**config.mk**
```make
export PLATFORM = sky130hd
export DESIGN_NAME = fadd16_align_prep_pipe
export DESIGN_NICKNAME = d
export VERILOG_FILES = /design/src/rtl/fadd16_align_prep_pipe.sv
export SDC_FILE = /design/constraint.sdc
export NUM_CORES = 1
export LEC_CHECK = 0
export CELL_PAD_IN_SITES_DETAIL_PLACEMENT = 1
export CELL_PAD_IN_SITES_GLOBAL_PLACEMENT = 2
export CORE_MARGIN = 2
export CORE_UTILIZATION = 34
export CTS_CLUSTER_SIZE = 28
export DETAILED_ROUTE_END_ITERATION = 8
export MAX_ROUTING_LAYER = met4
export PLACE_DENSITY = 0.86
export SKIP_LAST_GASP = 1
export SLEW_MARGIN = 10
export SYNTH_ARGS = -nofsm -noshare
export SYNTH_HDL_FRONTEND = slang
export SYNTH_SLANG_ARGS = --single-unit
```
**constraint.sdc**
```tcl
create_clock -name clk -period 4.15 [get_ports clk]
set_clock_uncertainty 0.2 [all_clocks]
set_input_delay 0.415 -clock clk [delete_from_list [all_inputs] [get_ports clk]]
set_output_delay 0.415 -clock clk [all_outputs]
set_load 0.01 [all_outputs]
```
**src/rtl/fadd16_align_prep_pipe.sv**
```systemverilog
// Front of the fp16 adder: unpacks two binary16 operands, orders them by magnitude and
// registers exponent difference, significands, path select and special-case flags.
module fadd16_align_prep_pipe (
  input  logic        clk,
  input  logic        rst_n,
  input  logic        flush_i,
  input  logic        in_valid_i,
  output logic        in_ready_o,
  input  logic [15:0] opa_i,
  input  logic [15:0] opb_i,
  input  logic        is_sub_i,
  input  logic [2:0]  rm_i,
  output logic        out_valid_o,
  input  logic        out_ready_i,
  output logic [4:0]  exp_diff_o,
  output logic        exp_zero_o,
  output logic        do_sub_o,
  output logic [4:0]  exp_large_o,
  output logic [10:0] sig_large_o,
  output logic [10:0] sig_small_o,
  output logic        sign_res_o,
  output logic        eq_mag_o,
  output logic        far_path_o,
  output logic        nan_o,
  output logic        inf_o,
  output logic        nv_o,
  output logic [2:0]  rm_o
);

  function automatic logic is_inf(input logic [14:0] mag);
    return (&mag[14:10]) & ~(|mag[9:0]);
  endfunction

  function automatic logic is_nan(input logic [14:0] mag);
    return (&mag[14:10]) & (|mag[9:0]);
  endfunction

  logic        s1_valid;
  logic [15:0] s1_opa, s1_opb;
  logic        s1_is_sub, s1_a_ge, s1_a_eq;
  logic [2:0]  s1_rm;
  logic        s1_en, s2_en;

  assign s2_en      = ~out_valid_o | out_ready_i;
  assign s1_en      = ~s1_valid | s2_en;
  assign in_ready_o = s1_en & ~flush_i;

  // NOTE: state uses non-blocking assignments so every register samples pre-edge values.
  always_ff @(posedge clk or negedge rst_n) begin
    if (!rst_n) begin
      s1_valid  <= 1'b0;
      s1_opa    <= '0;
      s1_opb    <= '0;
      s1_is_sub <= 1'b0;
      s1_rm     <= '0;
      s1_a_ge   <= 1'b0;
      s1_a_eq   <= 1'b0;
    end else begin
      if (flush_i)    s1_valid <= 1'b0;
      else if (s1_en) s1_valid <= in_valid_i;
      if (in_valid_i && in_ready_o) begin
        s1_opa    <= opa_i;
        s1_opb    <= opb_i;
        s1_is_sub <= is_sub_i;
        s1_rm     <= rm_i;
        s1_a_ge   <= opa_i[14:0] >= opb_i[14:0];
        s1_a_eq   <= opa_i[14:0] == opb_i[14:0];
      end
    end
  end

  // Stage-2 combinational datapath from the ordered operand pair.
  logic        sign_b_eff, swap, do_sub, both_inf_sub;
  logic [14:0] large_mag, small_mag;
  logic [4:0]  exp_l, exp_s, diff;
  logic        nan, nv, inf;

  assign sign_b_eff   = s1_opb[15] ^ s1_is_sub;
  assign swap         = ~s1_a_ge;
  assign do_sub       = s1_opa[15] ^ sign_b_eff;
  assign large_mag    = swap ? s1_opb[14:0] : s1_opa[14:0];
  assign small_mag    = swap ? s1_opa[14:0] : s1_opb[14:0];
  assign exp_l        = large_mag[14:10];
  assign exp_s        = small_mag[14:10];
  assign diff         = exp_l - exp_s;
  assign both_inf_sub = is_inf(s1_opa[14:0]) & is_inf(s1_opb[14:0]) & do_sub;
  assign nan          = is_nan(s1_opa[14:0]) | is_nan(s1_opb[14:0]) | both_inf_sub;
  assign nv           = (is_nan(s1_opa[14:0]) & ~s1_opa[9]) | (is_nan(s1_opb[14:0]) & ~s1_opb[9])
                      | both_inf_sub;
  assign inf          = (is_inf(s1_opa[14:0]) | is_inf(s1_opb[14:0])) & ~nan;

  // NOTE: data registers are reset too, since outputs must read 0 out of reset.
  always_ff @(posedge clk or negedge rst_n) begin
    if (!rst_n) begin
      out_valid_o <= 1'b0;
      exp_diff_o  <= '0;
      exp_zero_o  <= 1'b0;
      do_sub_o    <= 1'b0;
      exp_large_o <= '0;
      sig_large_o <= '0;
      sig_small_o <= '0;
      sign_res_o  <= 1'b0;
      eq_mag_o    <= 1'b0;
      far_path_o  <= 1'b0;
      nan_o       <= 1'b0;
      inf_o       <= 1'b0;
      nv_o        <= 1'b0;
      rm_o        <= '0;
    end else begin
      if (flush_i)    out_valid_o <= 1'b0;
      else if (s2_en) out_valid_o <= s1_valid;
      if (s2_en && s1_valid) begin
        exp_diff_o  <= diff;
        exp_zero_o  <= exp_s == 5'd0;
        do_sub_o    <= do_sub;
        exp_large_o <= exp_l;
        sig_large_o <= {exp_l != 5'd0, large_mag[9:0]};
        sig_small_o <= {exp_s != 5'd0, small_mag[9:0]};
        sign_res_o  <= swap ? sign_b_eff : s1_opa[15];
        eq_mag_o    <= s1_a_eq;
        far_path_o  <= ~do_sub | (diff > 5'd1);
        nan_o       <= nan;
        inf_o       <= inf;
        nv_o        <= nv;
        rm_o        <= s1_rm;
      end
    end
  end

endmodule

```
# Word level (Yosys, flattened, before mapping)
# Index checks and enable logic that the tools add are counted.
[totals]
out_inout_bits = 45
register_bits = 83
wordCells = 72
[classes]
addsub = 1
magnitude_cmp = 2
mux = 7
reduce_logical = 11
n_bitwise = 29
eq_ne = 1
[ops]
columns = ["op", "n"]
rows = [
  ["$mux 15", 2],
  ["$reduce_or 10->1", 2],
  ["$eq 15x15->1", 1],
  ["$ge 15x15->1", 1],
  ["$and 1x1->1", 10],
  ["$reduce_and 5->1", 2],
  ["$reduce_bool 5->1", 2],
  ["$not 1->1", 9],
  ["$or 1x1->1", 8],
  ["$gt 5x1->1 const B", 1],
  ["$logic_not 5->1", 1],
  ["$mux 1", 5],
  ["$sub 5x5->5", 1],
  ["$reduce_bool 2->1", 2],
  ["$logic_and 1x1->1", 2],
  ["$xor 1x1->1", 2],
]

# Longest topological paths before layout
# Gate-level depths: netlist of the first run.
[depth]
depth_word = 8
mapped_depth = 9
ltp_nobuf = 9

# Worst setup path before layout of the first run
# OpenSTA, ideal clock, no wires.
[synth_path]
path_kind = "register to register"
start = "register s1_a_ge"
end = "register far_path_o"
path_slack_ns = 1.890
period_less_slack_ns = 2.260
path_stages_with_launch = 9
arrival_ns = 1.919
setup_ns = 0.141
path_buffers = 1
path_cell_list = "dfrtp_1 -> buf_2 -> mux2_2 -> ha_1 -> a211oi_2 -> a41oi_1 -> nor3_1 -> xnor2_1 -> a41oi_2"
[synth_via]
elab_chain_cells = 4
elab_cells_between_ends = 5
cone_classes = "add/sub: 1; order compare: 1; mux: 2; bitwise: 1"
[synth_lines]
columns = ["element", "line", "source"]
rows = [
  ["start, declared", "40", "logic s1_is_sub, s1_a_ge, s1_a_eq;"],
  ["start signal, assigned", "66", "s1_a_ge <= opa_i[14:0] >= opb_i[14:0];"],
  ["$mux 15, on equally long branches", "81, 82", ""],
  ["$sub 5x5->5 (*)", "85", "assign diff = exp_l - exp_s;"],
  ["$gt 5x1->1 (*)", "121", "far_path_o <= ~do_sub | (diff > 5'd1);"],
  ["$or 1x1->1 (*)", "121", ""],
  ["end signal, assigned", "121", ""],
  ["end, declared", "23", "output logic far_path_o,"],
]
# Every way passes the cells marked *; elsewhere a longest branch is shown, timed or not.
# A chain may end at the register's enable or synchronous reset.

# Worst setup path in the final report of the first run
# Ends and elaborated chain as after synthesis.

==> reports/metrics.cfg, run 1 <==
[cts]
clkSinkCount=83
hold_buffers=0
cts_buffers=9
clock_latency_ns=0.34
htree_levels=3
cts_resized=0
clk_path_buf_depth=2
cts_setup_buffers=0
ctsRootBufferMaster=clkbuf_16
cts_tree=built
cts.clk_slew.worst_paths_ns=0.06

[worst_setup_path]
cp-start-kind=register
startpoint=s1_a_ge
cp-endpoint=far_path_o
crit_required_ns=4.15
cp_top_family=flip-flops
path_cells=mux2_2 > ha_1 > a211oi_2 > a41oi_1 > nor3_1 > xnor2_1 > a41oi_2
r2r-start=s1_a_ge
r2r_end=far_path_o
worst-path-buf-inv=0
crit_cells=7
crit_path_end_kind=register
cpPeakStageDelay_ns=0.64
arrival_ns=2.45
ff2ff_setup_slack_ns=1.70
slowest_stage=dfrtp_2
path_max_fanout=18
ff2ff_path_depth=7
worstSetupPathType=register to register

[pwr]
power_density_nw_per_um2=499
leakagePower_nw=2.40
ir_worst_vdd_mv=0.184

[grt]
grt_pass1_vias=3441
track_usage_pct=18.1
grt_pass1_wl_mm=17.6
overflow=0
grt_start_max_net_pins=84
antenna_found_initial=0

[run]
drv_cap=0

[floorplan]
die-width_um=114
core_um2=11900
dieArea_um2=12900
die_h_um=114
pin_count=86
start_util_pct=34.5
rows=40

[routing]
first_iter_violations=143
dr.pass1.iters=6
vias_per_cell=4.98
wl_per_cell_um=16.7
drt-total-wl_mm=10.6
drc_errors=0
route.vias.total=3148
postRouteAntennaNets=0

[place]
place.port_buffers=85
placed_area_um2=5050
dpl.cell_count=618
routabilityCongestion=0.829
hpwl_mm=7.74

[sta]
slew_violations=0
timing.slew.headroom_pct=29.0
setup_viol=0
final.period_utilization_pct=59.1
whs_ns=0.0646
finalSetupTns_ns=0
clock.fmax_mhz=407
worstMarginPinSlew_ns=1.07
rsz0062_at_grt=no
hold_viol_final=0
fin_crit_ns=2.45

[logic_synthesis]
synthTopCellsByArea=dfrtp_1 51%, nand2_1 6.7%, mux2_2 6.6%
synth_area_per_cell_um2=10.1
synth-edff-count=0
synth_area_um2=4090
yosys_most_used_dff=dfrtp_1
syn_inst=405
synth_seq_area_share_pct=50.7
synth_cell_types=41
async_flop_share_pct=100
synth_top_area_share_pct=50.7
syn_nets=462
netlist.top_cell.by_area=dfrtp_1
synth-seq-cells=83
ys_top_cells_by_count=83 x dfrtp_1, 73 x nand2_1, 48 x o21ai_0
yosysMostFrequentCell=dfrtp_1
ys_warn_count=0

[final_layout]
fin_area_um2=5350
utilization_pct=45.1
antenna_cells=0
final_cells=632
drive_gt1_share_pct=9.90
num-nets-final=539
area_delta_synth_final_pct=30.7

[run_status]
status=finished clean

[min_path]
hp-class=input pin to asynchronous set/reset pin

==> stage by stage <==
| step | setup WS (ns) | total power [mW] |
|---|---|---|
| after detailed placement | 1.32 | 1.87 |
| final | 1.70 | 2.67 |
| after floorplan | 1.89 | 1.48 |
| after global placement | 1.44 | 1.83 |
| after CTS | 1.66 | 2.70 |
| after global routing | 1.51 | 2.83 |
==> layer usage <==
layer | vias to the layer above | GRT usage, % | share of wire (%)
met5 | - | - | 0
met4 | 0 | 6.75 | 1.9
met3 | 16 | 3.35 | 3.4
met2 | 58 | 29.1 | 48
met1 | 1538 | 22.9 | 46
li1 | 1536 | - | -
==> where the power goes <==
part	switching (mW)	total [mW]	internal (mW)
sequential	0.148	1.11	0.964
clock	0.308	0.828	0.520
combinational	0.333	0.731	0.398
==> layout make-up <==
cell class | count | area (µm²)
sequential | 83 | 2080
fill | 1343 | 6510
inverter | 19 | 71.3
clock buffer | 11 | 233
tap | 147 | 184
clock inverter | 3 | 65.1
multi-input combinational | 282 | 1860
timing repair buffer | 87 | 863
==> cell families (layout without fill, tap and decap cells) <==
family | count (synthesis) | count (layout) | share of synthesized area [%]
xor+xnor | 8 | 8 | 1.71
flops | 83 | 83 | 50.7
simple gates | 132 | 132 | 14.4
buf+inv | 40 | 120 | 4.06
mux | 51 | 51 | 13.5
fa+ha+maj | 18 | 18 | 5.41
compound gates | 73 | 73 | 10.2
==> worst min path at each step <==
stage | startpoint | to | slack (ns) | cells after the start
2_1_floorplan | rst_n | do_sub_o | -0.08 | 0
3_3_place_gp | s1_rm[2] | rm_o[2] | 0.24 | 2
3_5_place_dp | rm_o[2] | rm_o[2] | 0.26 | 2
4_1_cts | rst_n | s1_opb[5] | 0.12 | 1
5_1_grt | rst_n | s1_opb[5] | 0.15 | 1
6_report | rst_n | s1_opb[6] | 0.06 | 1
==> flip-flops by register name, summed over array words and instances (netlist names) <==
register / count
do_sub_o: 1
nv_o: 1
s1_a_eq: 1
sig_small_o: 11
inf_o: 1
far_path_o: 1
s1_valid: 1
s1_opa: 16
nan_o: 1
sign_res_o: 1
exp_diff_o: 5
eq_mag_o: 1
sig_large_o: 11
s1_rm: 3
s1_opb: 16
s1_is_sub: 1
exp_large_o: 5
out_valid_o: 1
rm_o: 3
exp_zero_o: 1
s1_a_ge: 1
==> placed cells by master, fill, tap and decap left out, types with 8 or more instances in the layout <==
cell / n
nand3_1: 8
nor2_1: 21
clkbuf_16: 9
a21oi_1: 9
clkdlybuf4s50_1: 84
o21ai_0: 48
inv_1: 19
dfrtp_1: 82
ha_1: 16
mux2_2: 24
nand2_1: 72
mux2i_1: 26
==> worst reg2reg max path, cell delays in order, from the launching register on <==
cell and delay (ns):
dfrtp_2 0.64, mux2_2 0.40, ha_1 0.19, a211oi_2 0.21, a41oi_1 0.07, nor3_1 0.25, xnor2_1 0.21, a41oi_2 0.15
(Power assumes the default switching activity.)
==> run 2: changes to the inputs <==
--- a/config.mk
+++ b/config.mk
@@ -8,11 +8,11 @@
 export CELL_PAD_IN_SITES_DETAIL_PLACEMENT = 1
 export CELL_PAD_IN_SITES_GLOBAL_PLACEMENT = 2
 export CORE_MARGIN = 2
-export CORE_UTILIZATION = 34
+export CORE_UTILIZATION = 32
 export CTS_CLUSTER_SIZE = 28
 export DETAILED_ROUTE_END_ITERATION = 8
 export MAX_ROUTING_LAYER = met4
-export PLACE_DENSITY = 0.86
+export PLACE_DENSITY = 0.82
 export SKIP_LAST_GASP = 1
 export SLEW_MARGIN = 10
 export SYNTH_ARGS = -nofsm -noshare
==> constraint.sdc (replaced) <==
create_clock -name clk -period 2.52 [get_ports clk]
set_clock_uncertainty 0.2 [all_clocks]
set_input_delay 0.252 -clock clk [delete_from_list [all_inputs] [get_ports clk]]
set_output_delay 0.252 -clock clk [all_outputs]
set_load 0.01 [all_outputs]
==> run 2 against run 1 <==
  * Via count grew 1.3%
  * Die area increased by 6.0%
  * Sequential power rose by 63%
  * Global-route usage down 0.89 points
  * Clock-buffer cell count rose by 1
  * Clock power is 59% higher
  * Worst hold slack improved by 0.21 ns
  * Register-to-register slack got worse by 1.5 ns
  * Sequential share of layout area decreased by 1.2 points
  * Power up 64%
==> reports/metrics.cfg, run 2 (synthesis results as in run 1) <==
[pwr]
clockPowerShare_pct=30.1  ; was 31.0%
power_density_nw_per_um2=796  ; was 499 nW/µm²
power.total_mw=4.39  ; was 2.67 mW
p_sw_share_pct=30.2  ; was 29.5%
ir_worst_vdd_mv=0.343  ; was 0.184 mV
pwr-share-comb_pct=28.7  ; was 27.4%
leakagePower_nw=2.47  ; was 2.40 nW
power_frac_seq_pct=41.2  ; was 41.7%
p_sw_mw=1.32  ; was 0.789 mW
cellInternalPower_mw=3.07  ; was 1.88 mW

[cts]
hold_buffers=1  ; was 0
clkSinkCount=83  ; unchanged
cts_buffers=9  ; unchanged
clock_latency_ns=0.33  ; was 0.34 ns
cts.clk_slew.worst_paths_ns=0.06  ; about the same
cts_resized=0  ; unchanged
cts_tree=built  ; unchanged
htree_levels=3  ; unchanged
cts_setup_buffers=0  ; unchanged
ctsRootBufferMaster=clkbuf_16  ; unchanged
clk_path_buf_depth=2  ; unchanged

[floorplan]
start_util_pct=32.6  ; was 34.5%
die-width_um=117  ; was 114 µm
pin_count=86  ; unchanged
rows=41  ; was 40
core_um2=12600  ; was 11900 µm²
die_h_um=117  ; was 114 µm
dieArea_um2=13700  ; was 12900 µm²

[sta]
worstMarginPinSlew_ns=0.602  ; was 1.07 ns
setup_viol=0  ; unchanged
clock.fmax_mhz=435  ; was 407 MHz
whs_ns=0.271  ; was 0.0646 ns
fin_crit_ns=2.30  ; was 2.45 ns
timing.slew.headroom_pct=59.9  ; was 29.0%
rsz0062_at_grt=no  ; unchanged
final.period_utilization_pct=91.3  ; was 59.1%
slew_violations=0  ; unchanged
finalSetupTns_ns=0  ; unchanged
hold_viol_final=0  ; unchanged
worst_slack_ns=0.220  ; was 1.70 ns

[place]
place_ws_ns=0.0964  ; was 1.32 ns
dpl.cell_count=653  ; was 618
placed_area_um2=5210  ; was 5050 µm²
hpwl_mm=8.23  ; was 7.74 mm
routabilityCongestion=0.840  ; was 0.829
place.port_buffers=85  ; unchanged

[routing]
drt-total-wl_mm=10.8  ; was 10.6 mm
route.vias.total=3189  ; was 3148
dr.pass1.iters=4  ; was 6
postRouteAntennaNets=0  ; unchanged
first_iter_violations=128  ; was 143
vias_per_cell=4.76  ; was 4.98
wl_per_cell_um=16.1  ; was 16.7 µm
drc_errors=0  ; unchanged

[grt]
use_met2_pct=27.2  ; was 29.1%
overflow=0  ; unchanged
grt_use_met1_pct=22.9  ; about the same
grt_pass1_wl_mm=17.3  ; was 17.6 mm
grt_pass1_vias=3276  ; was 3441
grt_start_max_net_pins=54  ; was 84
track_usage_pct=17.2  ; was 18.1%
antenna_found_initial=0  ; unchanged
use_met3_pct=2.78  ; was 3.35%
grt_busiest_layer=met2  ; unchanged

[final_layout]
register_area_um2=2080  ; unchanged
top_regs=s1_opa: 16 flops, s1_opb: 16 flops  ; unchanged
drive_gt1_share_pct=12.0  ; was 9.90%
n_fill_cell=1422  ; was 1343
area_delta_synth_final_pct=34.7  ; was 30.7%
fin_area_um2=5520  ; was 5350 µm²
final_cells=670  ; was 632
num-nets-final=550  ; was 539
layout_common_cells=84 x clkdlybuf4s50_1, 82 x dfrtp_1, 72 x nand2_1  ; unchanged
multi_input_area_um2=1860  ; unchanged
utilization_pct=43.9  ; was 45.1%
antenna_cells=0  ; unchanged
layout_commonest_cell=clkdlybuf4s50_1  ; unchanged

[worst_setup_path]
arrival_ns=2.30  ; was 2.45 ns
crit_required_ns=2.52  ; was 4.15 ns
cp-start-kind=register  ; unchanged
path_max_fanout=4  ; was 18
worstSetupPathType=register to register  ; unchanged
crit_path_end_kind=register  ; unchanged

[run_status]
status=finished clean  ; unchanged

[min_path]
hp-class=register to register  ; was input pin to asynchronous set/reset pin

[run]
drv_cap=0  ; unchanged

-- run 2: path summary, 6_finish.rpt --
path / startpoint / endpoint / slack (ns) / cells past startpoint
worst max-delay path: s1_opa[10] / far_path_o / 0.22 / 8
worst min-delay path: s1_rm[1] / rm_o[1] / 0.27 / 2
worst max register to register: s1_opa[10] / far_path_o / 0.22 / 8
worst min register to register: s1_rm[1] / rm_o[1] / 0.27 / 2
max in group asynchronous: rst_n / exp_zero_o / 1.21 / 3
min in group asynchronous: rst_n / s1_opb[3] / 0.28 / 2
-- run 2: worst max-delay path, cell delays in order (launching register included) --
cell and delay, ns:
dfrtp_1 0.41, nand2b_1 0.19, mux2_2 0.28, ha_1 0.20, a211oi_2 0.22, a41oi_1 0.07, nor3_1 0.24, xnor2_1 0.22
a41oi_2 0.15
-- run 2: layer usage --
metal | wire length, µm | vias up
li1 | - | 1560
met1 | 5120 | 1561
met2 | 5140 | 57
met3 | 333 | 11
met4 | 163 | 0
met5 | 0 | -
-- run 2: area by class of cell --
| type | instances | share of cell area, % |
|---|---|---|
| multi-input cells | 282 | 33.6 |
| flip-flops and latches | 83 | 37.7 |
| clock buffers | 12 | 4.47 |
| inverters | 19 | 1.29 |
| clock inverters | 4 | 0.907 |
| repair buffers | 98 | 18.1 |
| well taps | 172 | 3.90 |
-- run 2: power groups by stage --
stage / combinational, mW / sequential (mW) / clock [mW]
floorplan: 0.597 / 1.84 / 0
global placement: 1.25 / 1.82 / 0
detailed placement: 1.28 / 1.84 / 0
CTS: 1.29 / 1.81 / 1.34
global route: 1.40 / 1.84 / 1.40
finish: 1.26 / 1.81 / 1.32
